--- config.mk ---
export PLATFORM = sky130hd
export DESIGN_NAME = gac_mem_initiator_flat
export DESIGN_NICKNAME = d
export VERILOG_FILES = /design/src/rtl/gac_mem_initiator_if.sv /design/src/rtl/gac_mem_initiator.sv /design/src/flat_wrapper.sv
export SDC_FILE = /design/constraint.sdc
export NUM_CORES = 1
export LEC_CHECK = 0
export ABC_AREA = 0
export CELL_PAD_IN_SITES_DETAIL_PLACEMENT = 1
export CELL_PAD_IN_SITES_GLOBAL_PLACEMENT = 2
export CORE_MARGIN = 3
export CORE_UTILIZATION = 31
export DETAILED_ROUTE_END_ITERATION = 12
export GPL_TIMING_DRIVEN = 0
export HOLD_SLACK_MARGIN = 0.02
export PLACE_DENSITY = 0.86
export SLEW_MARGIN = 20
export SYNTH_ARGS = -nofsm -noshare
export SYNTH_HDL_FRONTEND = slang
export SYNTH_SLANG_ARGS = --single-unit
export TNS_END_PERCENT = 20
--- constraint.sdc ---
create_clock -name clk -period 4.1 [get_ports clk]
set_input_delay 0.82 -clock clk [delete_from_list [all_inputs] [get_ports clk]]
set_output_delay 0.82 -clock clk [all_outputs]
set_load 0.02 [all_outputs]
--- src/rtl/gac_mem_initiator_if.sv ---
// gac_mem_initiator_if
//   Bundles the three bus groups used by the RAM request initiator:
//     req_*  pipeline -> initiator request channel (valid/ready)
//     rsp_*  initiator -> pipeline response channel (valid/ready)
//     ram_*  initiator <-> word-addressed synchronous RAM port
//   modport master : the initiator's view (drives req_ready, rsp_*, ram_* strobes)
//   modport slave  : the surrounding pipeline/RAM view (drives requests, rsp_ready, ram_dout)
interface gac_mem_initiator_if;
    logic        req_valid;
    logic        req_ready;
    logic        req_we;
    logic [31:0] req_addr;
    logic [31:0] req_wdata;

    logic        rsp_valid;
    logic        rsp_ready;
    logic        rsp_we;
    logic [31:0] rsp_rdata;
    logic        rsp_err;

    logic        ram_cs;
    logic        ram_oe;
    logic        ram_we;
    logic [31:0] ram_addr;
    logic [31:0] ram_din;
    logic [31:0] ram_dout;

    modport master (
        input  req_valid, req_we, req_addr, req_wdata, rsp_ready, ram_dout,
        output req_ready, rsp_valid, rsp_we, rsp_rdata, rsp_err,
               ram_cs, ram_oe, ram_we, ram_addr, ram_din
    );

    modport slave (
        output req_valid, req_we, req_addr, req_wdata, rsp_ready, ram_dout,
        input  req_ready, rsp_valid, rsp_we, rsp_rdata, rsp_err,
               ram_cs, ram_oe, ram_we, ram_addr, ram_din
    );
endinterface

--- src/rtl/gac_mem_initiator.sv ---
// gac_mem_initiator
//   Request-side master for a word-addressed synchronous RAM. Load/store
//   requests are queued in a small FIFO and executed one at a time; each
//   request produces exactly one response, in request order. Misaligned
//   addresses are answered with rsp_err=1 without touching the RAM.
// Parameters
//   FIFO_DEPTH  request queue entries (power of 2, >=2)
//   RD_LAT      cycles waited after the RAM strobe cycle before ram_dout is captured (>=1)
// Ports
//   clk    clock, posedge
//   rst_n  synchronous reset, active low
//   bus    gac_mem_initiator_if.master (req_*, rsp_*, ram_* groups)
//   busy   FSM not idle or request queue non-empty
module gac_mem_initiator #(
    parameter int FIFO_DEPTH = 2,
    parameter int RD_LAT     = 1
) (
    input  logic                       clk,
    input  logic                       rst_n,
    gac_mem_initiator_if.master        bus,
    output logic                       busy
);
    localparam int PTR_W = $clog2(FIFO_DEPTH);
    localparam int CNT_W = $clog2(RD_LAT + 1);

    typedef enum logic [1:0] {IDLE, ISSUE, WAIT, RESP} state_t;

    // Request queue
    logic              r_fifo_we    [FIFO_DEPTH];
    logic [31:0]       r_fifo_addr  [FIFO_DEPTH];
    logic [31:0]       r_fifo_wdata [FIFO_DEPTH];
    logic [PTR_W-1:0]  r_wr_ptr;
    logic [PTR_W-1:0]  r_rd_ptr;
    logic [PTR_W:0]    r_count;

    logic              w_ready;
    logic              w_push;
    logic              w_pop;
    logic              w_head_we;
    logic [31:0]       w_head_addr;
    logic [31:0]       w_head_wdata;

    // Sequencer state and registered outputs
    state_t            r_state;
    logic              r_cur_we;
    logic [CNT_W-1:0]  r_lat_cnt;
    logic              r_ram_cs;
    logic              r_ram_oe;
    logic              r_ram_we;
    logic [31:0]       r_ram_addr;
    logic [31:0]       r_ram_din;
    logic              r_rsp_valid;
    logic              r_rsp_we;
    logic [31:0]       r_rsp_rdata;
    logic              r_rsp_err;

    // req_ready looks only at occupancy, so a same-cycle pop never opens a slot early.
    assign w_ready      = (r_count != (PTR_W+1)'(FIFO_DEPTH));
    assign w_push       = bus.req_valid & w_ready;
    assign w_pop        = (r_state == IDLE) && (r_count != '0);
    assign w_head_we    = r_fifo_we[r_rd_ptr];
    assign w_head_addr  = r_fifo_addr[r_rd_ptr];
    assign w_head_wdata = r_fifo_wdata[r_rd_ptr];

    // Queue payload needs no reset: entries are only read when the count says they are valid.
    always_ff @(posedge clk) begin
        if (w_push) begin
            r_fifo_we[r_wr_ptr]    <= bus.req_we;
            r_fifo_addr[r_wr_ptr]  <= bus.req_addr;
            r_fifo_wdata[r_wr_ptr] <= bus.req_wdata;
        end
    end

    // Power-of-2 depth lets the pointers wrap naturally.
    always_ff @(posedge clk) begin
        if (!rst_n) begin
            r_wr_ptr <= '0;
            r_rd_ptr <= '0;
            r_count  <= '0;
        end else begin
            if (w_push) r_wr_ptr <= r_wr_ptr + PTR_W'(1);
            if (w_pop)  r_rd_ptr <= r_rd_ptr + PTR_W'(1);
            case ({w_push, w_pop})
                2'b10:   r_count <= r_count + (PTR_W+1)'(1);
                2'b01:   r_count <= r_count - (PTR_W+1)'(1);
                default: r_count <= r_count;
            endcase
        end
    end

    always_ff @(posedge clk) begin
        if (!rst_n) begin
            r_state     <= IDLE;
            r_cur_we    <= 1'b0;
            r_lat_cnt   <= '0;
            r_ram_cs    <= 1'b0;
            r_ram_oe    <= 1'b0;
            r_ram_we    <= 1'b0;
            r_ram_addr  <= '0;
            r_ram_din   <= '0;
            r_rsp_valid <= 1'b0;
            r_rsp_we    <= 1'b0;
            r_rsp_rdata <= '0;
            r_rsp_err   <= 1'b0;
        end else begin
            case (r_state)
                IDLE: begin
                    if (w_pop) begin
                        r_cur_we <= w_head_we;
                        if (w_head_addr[1:0] != 2'b00) begin
                            // Misaligned: answer directly, RAM untouched.
                            r_rsp_valid <= 1'b1;
                            r_rsp_we    <= w_head_we;
                            r_rsp_rdata <= '0;
                            r_rsp_err   <= 1'b1;
                            r_state     <= RESP;
                        end else begin
                            r_ram_cs   <= 1'b1;
                            r_ram_we   <= w_head_we;
                            r_ram_oe   <= ~w_head_we;
                            r_ram_addr <= w_head_addr;
                            r_ram_din  <= w_head_wdata;
                            r_state    <= ISSUE;
                        end
                    end
                end
                ISSUE: begin
                    // Single-cycle strobe; address/data keep their last value.
                    r_ram_cs <= 1'b0;
                    r_ram_oe <= 1'b0;
                    r_ram_we <= 1'b0;
                    if (r_cur_we) begin
                        r_rsp_valid <= 1'b1;
                        r_rsp_we    <= 1'b1;
                        r_rsp_rdata <= '0;
                        r_rsp_err   <= 1'b0;
                        r_state     <= RESP;
                    end else begin
                        r_lat_cnt <= CNT_W'(RD_LAT);
                        r_state   <= WAIT;
                    end
                end
                WAIT: begin
                    r_lat_cnt <= r_lat_cnt - CNT_W'(1);
                    if (r_lat_cnt == CNT_W'(1)) begin
                        r_rsp_valid <= 1'b1;
                        r_rsp_we    <= 1'b0;
                        r_rsp_rdata <= bus.ram_dout;
                        r_rsp_err   <= 1'b0;
                        r_state     <= RESP;
                    end
                end
                RESP: begin
                    if (bus.rsp_ready) begin
                        r_rsp_valid <= 1'b0;
                        r_state     <= IDLE;
                    end
                end
                default: r_state <= IDLE;
            endcase
        end
    end

    assign bus.req_ready = w_ready;
    assign bus.rsp_valid = r_rsp_valid;
    assign bus.rsp_we    = r_rsp_we;
    assign bus.rsp_rdata = r_rsp_rdata;
    assign bus.rsp_err   = r_rsp_err;
    assign bus.ram_cs    = r_ram_cs;
    assign bus.ram_oe    = r_ram_oe;
    assign bus.ram_we    = r_ram_we;
    assign bus.ram_addr  = r_ram_addr;
    assign bus.ram_din   = r_ram_din;
    assign busy          = (r_state != IDLE) || (r_count != '0);
endmodule

--- src/flat_wrapper.sv ---
// flat-port wrapper written by rule: the top's interface ports become plain ports
module gac_mem_initiator_flat 
#(
    parameter int FIFO_DEPTH = 2,
    parameter int RD_LAT     = 1
)
  (clk, rst_n, busy, bus_req_valid, bus_req_we, bus_req_addr, bus_req_wdata, bus_rsp_ready, bus_ram_dout, bus_req_ready, bus_rsp_valid, bus_rsp_we, bus_rsp_rdata, bus_rsp_err, bus_ram_cs, bus_ram_oe, bus_ram_we, bus_ram_addr, bus_ram_din);
  gac_mem_initiator_if bus_i ();
  input  logic clk;
  input  logic rst_n;
  output logic busy;
  input wire logic [$bits(bus_i.req_valid)-1:0] bus_req_valid;
  input wire logic [$bits(bus_i.req_we)-1:0] bus_req_we;
  input wire logic [$bits(bus_i.req_addr)-1:0] bus_req_addr;
  input wire logic [$bits(bus_i.req_wdata)-1:0] bus_req_wdata;
  input wire logic [$bits(bus_i.rsp_ready)-1:0] bus_rsp_ready;
  input wire logic [$bits(bus_i.ram_dout)-1:0] bus_ram_dout;
  output wire logic [$bits(bus_i.req_ready)-1:0] bus_req_ready;
  output wire logic [$bits(bus_i.rsp_valid)-1:0] bus_rsp_valid;
  output wire logic [$bits(bus_i.rsp_we)-1:0] bus_rsp_we;
  output wire logic [$bits(bus_i.rsp_rdata)-1:0] bus_rsp_rdata;
  output wire logic [$bits(bus_i.rsp_err)-1:0] bus_rsp_err;
  output wire logic [$bits(bus_i.ram_cs)-1:0] bus_ram_cs;
  output wire logic [$bits(bus_i.ram_oe)-1:0] bus_ram_oe;
  output wire logic [$bits(bus_i.ram_we)-1:0] bus_ram_we;
  output wire logic [$bits(bus_i.ram_addr)-1:0] bus_ram_addr;
  output wire logic [$bits(bus_i.ram_din)-1:0] bus_ram_din;
  assign bus_i.req_valid = bus_req_valid;
  assign bus_i.req_we = bus_req_we;
  assign bus_i.req_addr = bus_req_addr;
  assign bus_i.req_wdata = bus_req_wdata;
  assign bus_i.rsp_ready = bus_rsp_ready;
  assign bus_i.ram_dout = bus_ram_dout;
  assign bus_req_ready = bus_i.req_ready;
  assign bus_rsp_valid = bus_i.rsp_valid;
  assign bus_rsp_we = bus_i.rsp_we;
  assign bus_rsp_rdata = bus_i.rsp_rdata;
  assign bus_rsp_err = bus_i.rsp_err;
  assign bus_ram_cs = bus_i.ram_cs;
  assign bus_ram_oe = bus_i.ram_oe;
  assign bus_ram_we = bus_i.ram_we;
  assign bus_ram_addr = bus_i.ram_addr;
  assign bus_ram_din = bus_i.ram_din;
  gac_mem_initiator #(.FIFO_DEPTH(FIFO_DEPTH), .RD_LAT(RD_LAT)) u_core (.clk(clk), .rst_n(rst_n), .bus(bus_i), .busy(busy));
endmodule
==> results.py, run 1 <==
metrics = {
    "clock_tree": {
        "cts_tree": "yes",
        "ctsResizeCount": 0,
        "cts_inserted_buffers": 27,
        "clk-insertion-delay-late_ns": 0.54,
        "clock-sinks": 241,
        "hold_buffers": 0,
        "clk_pin_slew_ns": 0.06,
        "h-tree-depth": 1,
        "cts-root-buf": "clkbuf_16",
        "cts_buffer_depth": 3,
        "cts_setup_buffers": 0,
    },
    "synthesis": {
        "ys_seq_area_share_pct": 68.2,
        "syn_area_um2": 8990,
        "syn_avg_cell_area_um2": 14.0,
        "ys.flop_type": "edfxtp_1",
        "netlist.area_leader.share_pct": 43.4,
        "synthCells": 640,
        "synth_largest_area_cell": "edfxtp_1",
        "synth.most_common_cell": "nand2_1",
        "yosys_warnings": 0,
        "synth_edf_count": 130,
        "synth_common_cells": "nand2_1 (135), edfxtp_1 (130), dfxtp_1 (111)",
        "yosys-top-cells-area": "edfxtp_1 (43%), dfxtp_1 (25%), mux2i_1 (11%)",
        "ys_types": 35,
        "async_reset_ff_share_pct": 0,
        "ys_ff_latch": 241,
        "syn_nets": 746,
    },
    "timing": {
        "setup_viol": 0,
        "hold_slack_ns": 0.455,
        "tightest_slew_ns": 0.643,
        "setup_ws_ns": 0.992,
        "rsz0062_at_grt": "no",
        "maxSlewHeadroom_pct": 57.1,
        "finalSetupTns_ns": 0,
        "fin_crit_sh_pct": 75.8,
        "clock.fmax_ghz": 0.322,
        "hold_viol": 0,
        "finalClockSkew_ns": 0.0183,
        "drv_slew": 0,
        "period_minus_slack_ns": 3.11,
    },
    "die": {
        "start_util_pct": 31.9,
        "dieHeight_um": 176,
        "fp.coreArea_um2": 28200,
        "dieArea_um2": 31100,
        "die_w_um": 176,
        "ios": 205,
        "placement_rows": 61,
    },
    "power_and_ir_drop": {
        "vdd_drop_max_mv": 0.343,
        "power.static_leakage_uw": 0.00516,
        "power_density_nw_per_um2": 647,
        "power.total_uw": 8070,
    },
    "grt": {
        "grt_antenna_before_repair": 4,
        "grt_pass1_vias": 6327,
        "grt_max_degree": 35,
        "grt_pass1_wl_um": 35600,
        "grt_use_total_pct": 14.5,
        "overflow": 0,
    },
    "finish": {
        "post-route-util_pct": 44.3,
        "synthToLayoutAreaGrowth_pct": 38.8,
        "final_nets": 982,
        "num-fill-cells": 2868,
        "drive_above_1_share_pct": 8.72,
    },
    "drt": {
        "wire_per_inst_um": 18.2,
        "viasPerCell": 4.60,
        "via_count": 5865,
        "drtAntennaViolNets": 0,
        "wl_um": 23200,
        "dr.pass1.iters": 4,
        "drt_iter0_drc": 203,
        "drc": 0,
    },
    "critical_path": {
        "critPathLaunch": "u_core.r_state[0]",
        "required_ns": 3.28,
        "critical-path-max-stage-delay_ns": 0.57,
        "cp_cell_sequence": "inv_1, ha_1, nor3b_4, inv_1, clkdlybuf4s50_1",
        "cp_data_arrival_time_ns": 2.29,
        "reg2reg_from": "u_core.r_state[0]",
        "startpoint_type": "register",
        "slowest_stage": "clkdlybuf4s50_1",
        "cp_max_fo": 8,
        "cp_top_family": "buffers and inverters",
        "crit_top_cell": "inv_1",
        "end_kind": "primary output",
        "worstSetupPathType": "register to primary output",
        "crit_buf_inv": 3,
    },
    "run_status": {
        "status": "complete, no violations",
    },
    "place": {
        "routabilityCongestion": 0.701,
        "dp_hpwl_um": 16000,
        "port-buffer-count": 203,
        "pre_cts_slack_ns": 1.53,
    },
    "worst_hold_path": {
        "hp-class": "register to register",
        "hp-start": "u_core.bus.rsp_rdata[0]",
    },
    "flow_run": {
        "cap_violations": 0,
    },
}
==> state kept, by name, summed over array words and instances (netlist names), named ones only <==
signal                cells
u_core.r_fifo_addr       64
u_core.r_fifo_wdata      64
u_core.bus.ram_addr      32
u_core.bus.ram_din       32
u_core.bus.rsp_rdata     32
u_core.r_count            2
u_core.r_fifo_we          2
u_core.r_state            2
u_core.bus.ram_cs         1
u_core.bus.ram_oe         1
u_core.bus.ram_we         1
u_core.bus.rsp_err        1
u_core.bus.rsp_valid      1
u_core.bus.rsp_we         1
u_core.r_cur_we           1
u_core.r_lat_cnt          1
u_core.r_rd_ptr           1
u_core.r_wr_ptr           1
==> metrics by stage <==
step | instances | cell area, um^2
floorplan | 640 | 8990
global placement | 1221 | 11500
detailed placement | 1225 | 11600
CTS | 1273 | 12500
global route | 1274 | 12500
finish | 1274 | 12500
==> cell usage in the layout (no fill, tap or decap), types with 2 or more instances in the layout <==
cell type and count:
xnor2_1 3, nor2b_1 3, nand2_1 135, ha_1 5, o211a_1 65, a21oi_1 2, clkdlybuf4s50_1 203, buf_16 2
edfxtp_1 130, dfxtp_1 111, o211ai_1 2, clkbuf_16 27, nand2b_1 4, nand3_1 2, buf_12 5, clkbuf_8 7
or3_1 2, and2_1 5, o21a_1 2, a21boi_0 4, nor3_2 2, o21ai_2 2, inv_1 4, mux2i_1 97
clkbuf_1 25, o21ai_0 3, clkinv_2 3, and3_1 3, buf_2 13, buf_6 8, nor3b_4 2
==> logic make-up (layout without fill, tap and decap cells) <==
group / Yosys count / after routing / share of synthesized area [%]
flops: 241 / 241 / 68.2
buf+inv: 47 / 302 / 3.40
xor+xnor: 4 / 4 / 0.390
mux: 97 / 97 / 10.8
compound gates: 83 / 83 / 8.67
fa+ha+maj: 5 / 5 / 0.696
other cells: 0 / 1 / 0
simple gates: 163 / 163 / 7.89
==> final cells by class <==
cell class,count,area [um^2],area share (%)
Buffer,43,290,2.33
Antenna cell,1,2.50,0.0201
Multi-Input combinational cell,352,2570,20.6
Inverter,4,15.0,0.120
Timing Repair Buffer,207,2130,17.0
Clock inverter,7,76.3,0.612
Clock buffer,41,798,6.40
Sequential cell,241,6130,49.1
Tap cell,378,473,3.79
==> routing by layer <==
metal	up-vias	track usage [%]	routed length, um
met2	169	25.2	11300
met4	6	3.73	597
met5	-	0	35
met1	2856	18.2	9930
met3	39	3.40	1290
li1	2795	-	-
==> report_power, final <==
group | internal, uW | switching [uW]
Combinational | 1200 | 1310
Clock | 1400 | 932
Sequential | 3030 | 195
==> tightest hold or removal path: cells and delay by family, from the launching register on <==
kind | cells | cell delay (ns)
flip-flops | 1 | 0.30
multiplexers | 1 | 0.05
AND/OR/NAND/NOR | 1 | 0.05
==> final timing paths <==
check | slack, ns | end | cells after the start
hold reg to reg | 0.46 | u_core.bus.rsp_rdata[0] | 2
setup / recovery | 0.99 | busy | 5
setup reg to reg | 2.07 | u_core.bus.ram_addr[28] | 8
hold / removal | 0.46 | u_core.bus.rsp_rdata[0] | 2
(Power assumes the default switching activity.)
==> run 2: changes to the inputs <==
==> constraint.sdc (replaced) <==
create_clock -name clk -period 2.7 [get_ports clk]
set_input_delay 0.54 -clock clk [delete_from_list [all_inputs] [get_ports clk]]
set_output_delay 0.54 -clock clk [all_outputs]
set_load 0.02 [all_outputs]
==> run 2 against run 1 <==
Compared with the run above: sequential power increased by 52%; count of clock-buffer cells in the layout decreased by 6; utilization increased by 0.071 points; cell area increased by 0.16%; sequential share of layout area decreased by 0.079 points; clock power increased by 55%; setup slack got worse by 0.71 ns; wire length increased by 0.70%; highest routed layer unchanged.
==> results.py, run 2 (synthesis results as in run 1) <==
metrics = {
    "die": {
        "placement_rows": 61,
        "fp.coreArea_um2": 28200,
        "ios": 205,
        "start_util_pct": 31.9,
        "dieHeight_um": 176,
        "die_w_um": 176,
        "dieArea_um2": 31100,
    },
    "drt": {
        "drtAntennaViolNets": 0,
        "viasPerCell": 4.59,
        "dr.pass1.iters": 4,
        "wire_per_inst_um": 18.3,
        "drc": 0,
        "wl_um": 23300,
        "via_count": 5857,
        "drt_iter0_drc": 257,
    },
    "timing": {
        "hold_slack_ns": 0.375,
        "tightest_slew_ns": 0.615,
        "drv_slew": 0,
        "hold_viol": 0,
        "maxSlewHeadroom_pct": 59.0,
        "period_minus_slack_ns": 2.42,
        "finalClockSkew_ns": 0.00920,
        "rsz0062_at_grt": "no",
        "fin_crit_sh_pct": 89.7,
        "setup_viol": 0,
        "clock.fmax_ghz": 0.413,
    },
    "clock_tree": {
        "clk-insertion-delay-late_ns": 0.53,
        "cts_inserted_buffers": 26,
        "cts-root-buf": "clkbuf_16",
        "cts_buffer_depth": 3,
        "clock-sinks": 241,
        "cts_tree": "yes",
        "h-tree-depth": 1,
        "clk_pin_slew_ns": 0.06,
        "hold_buffers": 0,
    },
    "critical_path": {
        "cp_data_arrival_time_ns": 1.88,
        "critPathLaunch": "u_core.r_count[0]",
        "slowest_stage": "clkdlybuf4s50_1",
        "cp_cell_sequence": "nand2b_1, clkdlybuf4s50_1",
        "reg2reg_from": "u_core.r_count[0]",
        "end_kind": "primary output",
        "reg2reg_depth": 6,
        "startpoint_type": "register",
        "reg2reg_to": "u_core.r_fifo_wdata[0][25]",
        "worstSetupPathType": "register to primary output",
        "cp_max_fo": 5,
        "critical-path-max-stage-delay_ns": 0.66,
        "required_ns": 2.16,
        "r2r_slack_ns": 0.59,
    },
    "grt": {
        "grt_max_degree": 39,
        "grt_antenna_before_repair": 2,
        "overflow": 0,
        "grt_use_total_pct": 14.7,
        "grt_pass1_wl_um": 36000,
        "grt_pass1_vias": 6387,
    },
    "finish": {
        "most-common-layout-cells": "clkdlybuf4s50_1 (202), nand2_1 (135), edfxtp_1 (130), dfxtp_1 (111), mux2i_1 (97)",
        "final_common_cell": "clkdlybuf4s50_1",
        "final_area_um2": 12500,
        "final_nets": 982,
        "synthToLayoutAreaGrowth_pct": 39.0,
        "multi_input_area_um2": 2570,
        "area.sequential_um2": 6130,
        "drive_above_1_share_pct": 8.93,
        "num-fill-cells": 2863,
        "reg_top3": "u_core.r_fifo_addr x64, u_core.r_fifo_wdata x64",
    },
    "worst_hold_path": {
        "hp-start": "rst_n",
        "whs_path_depth": 3,
        "hp-class": "input pin to register",
        "hold_path_end": "u_core.bus.rsp_err",
    },
    "power_and_ir_drop": {
        "power.static_leakage_uw": 0.00518,
        "vdd_drop_max_mv": 0.517,
        "power_density_nw_per_um2": 988,
    },
    "place": {
        "dpl-instance-area_um2": 11600,
        "dp_hpwl_um": 16000,
        "port-buffer-count": 203,
        "routabilityCongestion": 0.712,
    },
    "run_status": {
        "status": "complete, no violations",
    },
    "flow_run": {
        "cap_violations": 0,
    },
}
==> run 2: cell types whose count changed in the layout (fill, tap and decap cells not counted), sizes merged <==
| cell | previous run | this run |
|---|---|---|
| clkdlybuf4s50 | 203 | 202 |
| clkbuf | 59 | 53 |
| clkinvlp | 1 | 0 |
| dlymetal6s2s | 0 | 1 |
| bufinv | 1 | 3 |
| inv | 5 | 4 |
| buf | 29 | 30 |
| clkinv | 4 | 10 |
==> run 2: metal layers <==
| metal | up-vias | part of all wire (%) | global-route usage (%) |
|---|---|---|---|
| li1 | 2791 | - | - |
| met1 | 2856 | 43 | 18.5 |
| met2 | 167 | 48 | 25.3 |
| met3 | 39 | 6.5 | 3.78 |
| met4 | 4 | 1.9 | 3.30 |
| met5 | - | 0.12 | 0 |
==> run 2: what timing repair did <==
action / in CTS / in global routing
hold endpoints to repair: 0 / 0
setup buffers: 1 / 0
endpoints found under the setup margin: 1 / 1
gates cloned: 0 / 0
resized for setup: 1 / 1
==> run 2: worst max-delay path by stage <==
stage | end | slack, ns | depth (start not counted)
after detailed placement | u_core.r_fifo_wdata[0][25] | 0.22 | 6
after floorplan | u_core.r_fifo_addr[1][0] | -0.07 | 2
final | bus_req_ready | 0.28 | 2
after global routing | bus_req_ready | 0.22 | 2
after CTS | busy | 0.02 | 5
after global placement | u_core.r_fifo_wdata[1][17] | -1.40 | 2
==> run 2: final cells by class <==
type	instances	share of cell area, %
repair buffers	208	17.2
well taps	378	3.78
plain buffers	43	2.32
inverters	4	0.120
clock buffers	35	5.81
multi-input cells	352	20.6
flip-flops and latches	241	49.0
diodes	1	0.0200
clock inverters	13	1.19
==> run 2: per-stage QoR <==
step / setup TNS [ns] / util (%) / setup WS, ns / cells / total power [uW]
2_1_floorplan: -4.46 / - / -0.0687 / 640 / 7380
3_3_place_gp: -124.03 / 40.8 / -1.40 / 1221 / 8680
3_5_place_dp: 0 / 41.2 / 0.217 / 1225 / 8850
4_1_cts: 0 / 44.4 / 0.0190 / 1274 / 12600
5_1_grt: 0 / 44.4 / 0.223 / 1274 / 13000
6_report: 0 / 44.4 / 0.278 / 1275 / 12400
==> run 2: power breakdown <==
part / switching [uW] / internal [uW] / total [uW] / leakage [uW]
Sequential: 295 / 4600 / 4900 / 0.00212
Combinational: 1990 / 1840 / 3830 / 0.00263
Clock: 1450 / 2170 / 3620 / 0.000434
Total: 3740 / 8610 / 12400 / 0.00518
==> run 2: worst max-delay path, delay by kind of cell (launching register included) <==
kind,cells,cell delay [ns]
buffers and inverters,1,0.66
flip-flops,1,0.47
AND/OR/NAND/NOR,1,0.22
==> run 3: changes to the inputs <==
--- a/config.mk
+++ b/config.mk
@@ -14,6 +14,7 @@
 export GPL_TIMING_DRIVEN = 0
 export HOLD_SLACK_MARGIN = 0.02
 export PLACE_DENSITY = 0.86
+export REMOVE_ABC_BUFFERS = 1
 export SLEW_MARGIN = 20
 export SYNTH_ARGS = -nofsm -noshare
 export SYNTH_HDL_FRONTEND = slang
==> run 3 against run 2 <==
Compared with the run above: first-iteration DRC count decreased by 21%; sequential power increased by 3%; final cell count decreased by 2.4%; setup slack got worse by 0.062 ns; die area unchanged; clock skew increased by 0.0084 ns; largest cell class unchanged.
==> results.py, run 3 (synthesis results as in run 1) <==
metrics = {
    "place": {
        "dpl-instance-area_um2": 11500,
        "dp_cells": 1192,
        "routabilityCongestion": 0.699,
        "port-buffer-count": 204,
        "dp_hpwl_um": 14100,
    },
    "clock_tree": {
        "cts_tree": "yes",
        "clk-insertion-delay-late_ns": 0.54,
        "clk_pin_slew_ns": 0.06,
        "clock-sinks": 241,
        "h-tree-depth": 1,
        "cts-root-buf": "clkbuf_16",
        "cts_inserted_buffers": 27,
        "cts_buffer_depth": 3,
    },
    "finish": {
        "final_common_cell": "clkdlybuf4s50_1",
        "final_area_um2": 12400,
        "most-common-layout-cells": "clkdlybuf4s50_1 (202), nand2_1 (135), edfxtp_1 (130), dfxtp_1 (109), mux2i_1 (97)",
        "area.sequential_um2": 6130,
        "num-fill-cells": 2881,
        "final_nets": 951,
        "instances_no_fill": 1244,
        "antenna_cells": 0,
        "synthToLayoutAreaGrowth_pct": 37.4,
        "drive_above_1_share_pct": 8.08,
        "multi_input_area_um2": 2580,
        "post-route-util_pct": 43.9,
        "reg_top3": "u_core.r_fifo_addr x64, u_core.r_fifo_wdata x64",
    },
    "timing": {
        "fin_crit_sh_pct": 92.0,
        "tightest_slew_ns": 0.673,
        "drv_slew": 0,
        "clock.fmax_ghz": 0.403,
        "period_minus_slack_ns": 2.48,
        "finalClockSkew_ns": 0.0176,
        "rsz0062_at_grt": "no",
        "maxSlewHeadroom_pct": 55.1,
        "hold_viol": 0,
        "setup_viol": 0,
        "hold_slack_ns": 0.366,
    },
    "critical_path": {
        "cp_data_arrival_time_ns": 1.94,
        "crit_end": "busy",
        "r2r_slack_ns": 0.34,
        "reg2reg_depth": 8,
        "startpoint_type": "register",
        "slowest_stage": "dfxtp_1",
        "crit_top_cell": "inv_1",
        "end_kind": "primary output",
        "cp_cell_sequence": "inv_1, ha_2, nor3b_4, inv_1, dlygate4sd2_1",
        "critical-path-max-stage-delay_ns": 0.34,
        "cp_max_fo": 8,
        "critPathLaunch": "u_core.r_state[0]",
        "reg2reg_from": "u_core.r_state[0]",
        "required_ns": 2.16,
        "worstSetupPathType": "register to primary output",
        "reg2reg_to": "u_core.bus.ram_addr[18]",
    },
    "drt": {
        "wl_met1_um": 9340,
        "dr_wl_met3_um": 2100,
        "wl_met2_um": 10000,
        "top_layer_used": "met4",
        "drt_iter0_drc": 204,
        "drc": 0,
        "drtAntennaViolNets": 0,
        "wl_um": 21800,
        "via_count": 5770,
        "dr.pass1.iters": 5,
        "viasPerCell": 4.64,
        "wire_per_inst_um": 17.5,
    },
    "flow_run": {
        "cap_violations": 0,
    },
    "die": {
        "fp.coreArea_um2": 28200,
        "start_util_pct": 31.9,
        "die_w_um": 176,
        "ios": 205,
        "dieArea_um2": 31100,
        "dieHeight_um": 176,
        "placement_rows": 61,
    },
    "grt": {
        "grt_use_total_pct": 13.8,
        "grt_pass1_vias": 6279,
        "overflow": 0,
        "grt_pass1_wl_um": 34200,
        "grt_antenna_before_repair": 0,
        "grt_max_degree": 89,
    },
    "worst_hold_path": {
        "hp-class": "input pin to register",
    },
    "power_and_ir_drop": {
        "power_density_nw_per_um2": 976,
        "power.total_uw": 12100,
        "vdd_drop_max_mv": 0.652,
        "power.static_leakage_uw": 0.00507,
    },
    "run_status": {
        "status": "complete, no violations",
    },
}
run 3: power breakdown:
part           leakage (uW)  switching, uW  internal (uW)  total (uW)
Combinational       0.00252           1760           1700        3460
Sequential          0.00212            461           4610        5070
Clock              0.000433           1420           2100        3530
Total               0.00507           3640           8420       12100
run 3: layer usage:
| layer | global-route usage (%) | vias up |
|---|---|---|
| li1 | - | 2724 |
| met1 | 17.1 | 2826 |
| met2 | 22.6 | 193 |
| met3 | 5.68 | 27 |
| met4 | 3.04 | 0 |
| met5 | 0 | - |
run 3: how the worst min path moves through the flow:
| stage | startpoint | endpoint | slack [ns] | cells past startpoint |
|---|---|---|---|---|
| 2_1_floorplan | u_core.r_state[1] | u_core.r_state[1] | 0.49 | 2 |
| 3_3_place_gp | u_core.bus.rsp_rdata[13] | u_core.bus.rsp_rdata[13] | 0.44 | 2 |
| 3_5_place_dp | u_core.bus.rsp_rdata[5] | u_core.bus.rsp_rdata[5] | 0.46 | 2 |
| 4_1_cts | rst_n | u_core.bus.ram_din[21] | 0.34 | 2 |
| 5_1_grt | rst_n | u_core.bus.ram_addr[8] | 0.35 | 2 |
| 6_report | rst_n | u_core.bus.ram_addr[8] | 0.37 | 2 |
run 3: area by class of cell:
| type | count | area share [%] |
|---|---|---|
| Clock buffer | 44 | 6.72 |
| Clock inverter | 6 | 0.354 |
| Inverter | 4 | 0.122 |
| Multi-Input combinational cell | 352 | 20.9 |
| Sequential cell | 241 | 49.6 |
| Tap cell | 378 | 3.83 |
| Timing Repair Buffer | 219 | 18.4 |
run 3: stage by stage:
| stage | worst slack, ns | setup TNS (ns) |
|---|---|---|
| 2_1_floorplan | -1.53 | -219.35 |
| 3_3_place_gp | -3.81 | -723.07 |
| 3_5_place_dp | -0.121 | -0.647 |
| 4_1_cts | 0.0951 | 0 |
| 5_1_grt | 0.0709 | 0 |
| 6_report | 0.216 | 0 |
run 3: critical path: cells and delay by family, from the launching register on:
| family | cells | cell delay [ns] |
|---|---|---|
| adders and majority gates | 1 | 0.28 |
| buffers and inverters | 3 | 0.50 |
| DFF | 1 | 0.34 |
| and+or+nand+nor | 1 | 0.30 |
run 3: repair_timing:
item                                   in CTS  in global routing
endpoints found under the hold margin       0                  0
setup endpoints to repair                   7                  6
hold buffers                                0                  0
setup buffers                               1                  1
resized for setup                           2                  0
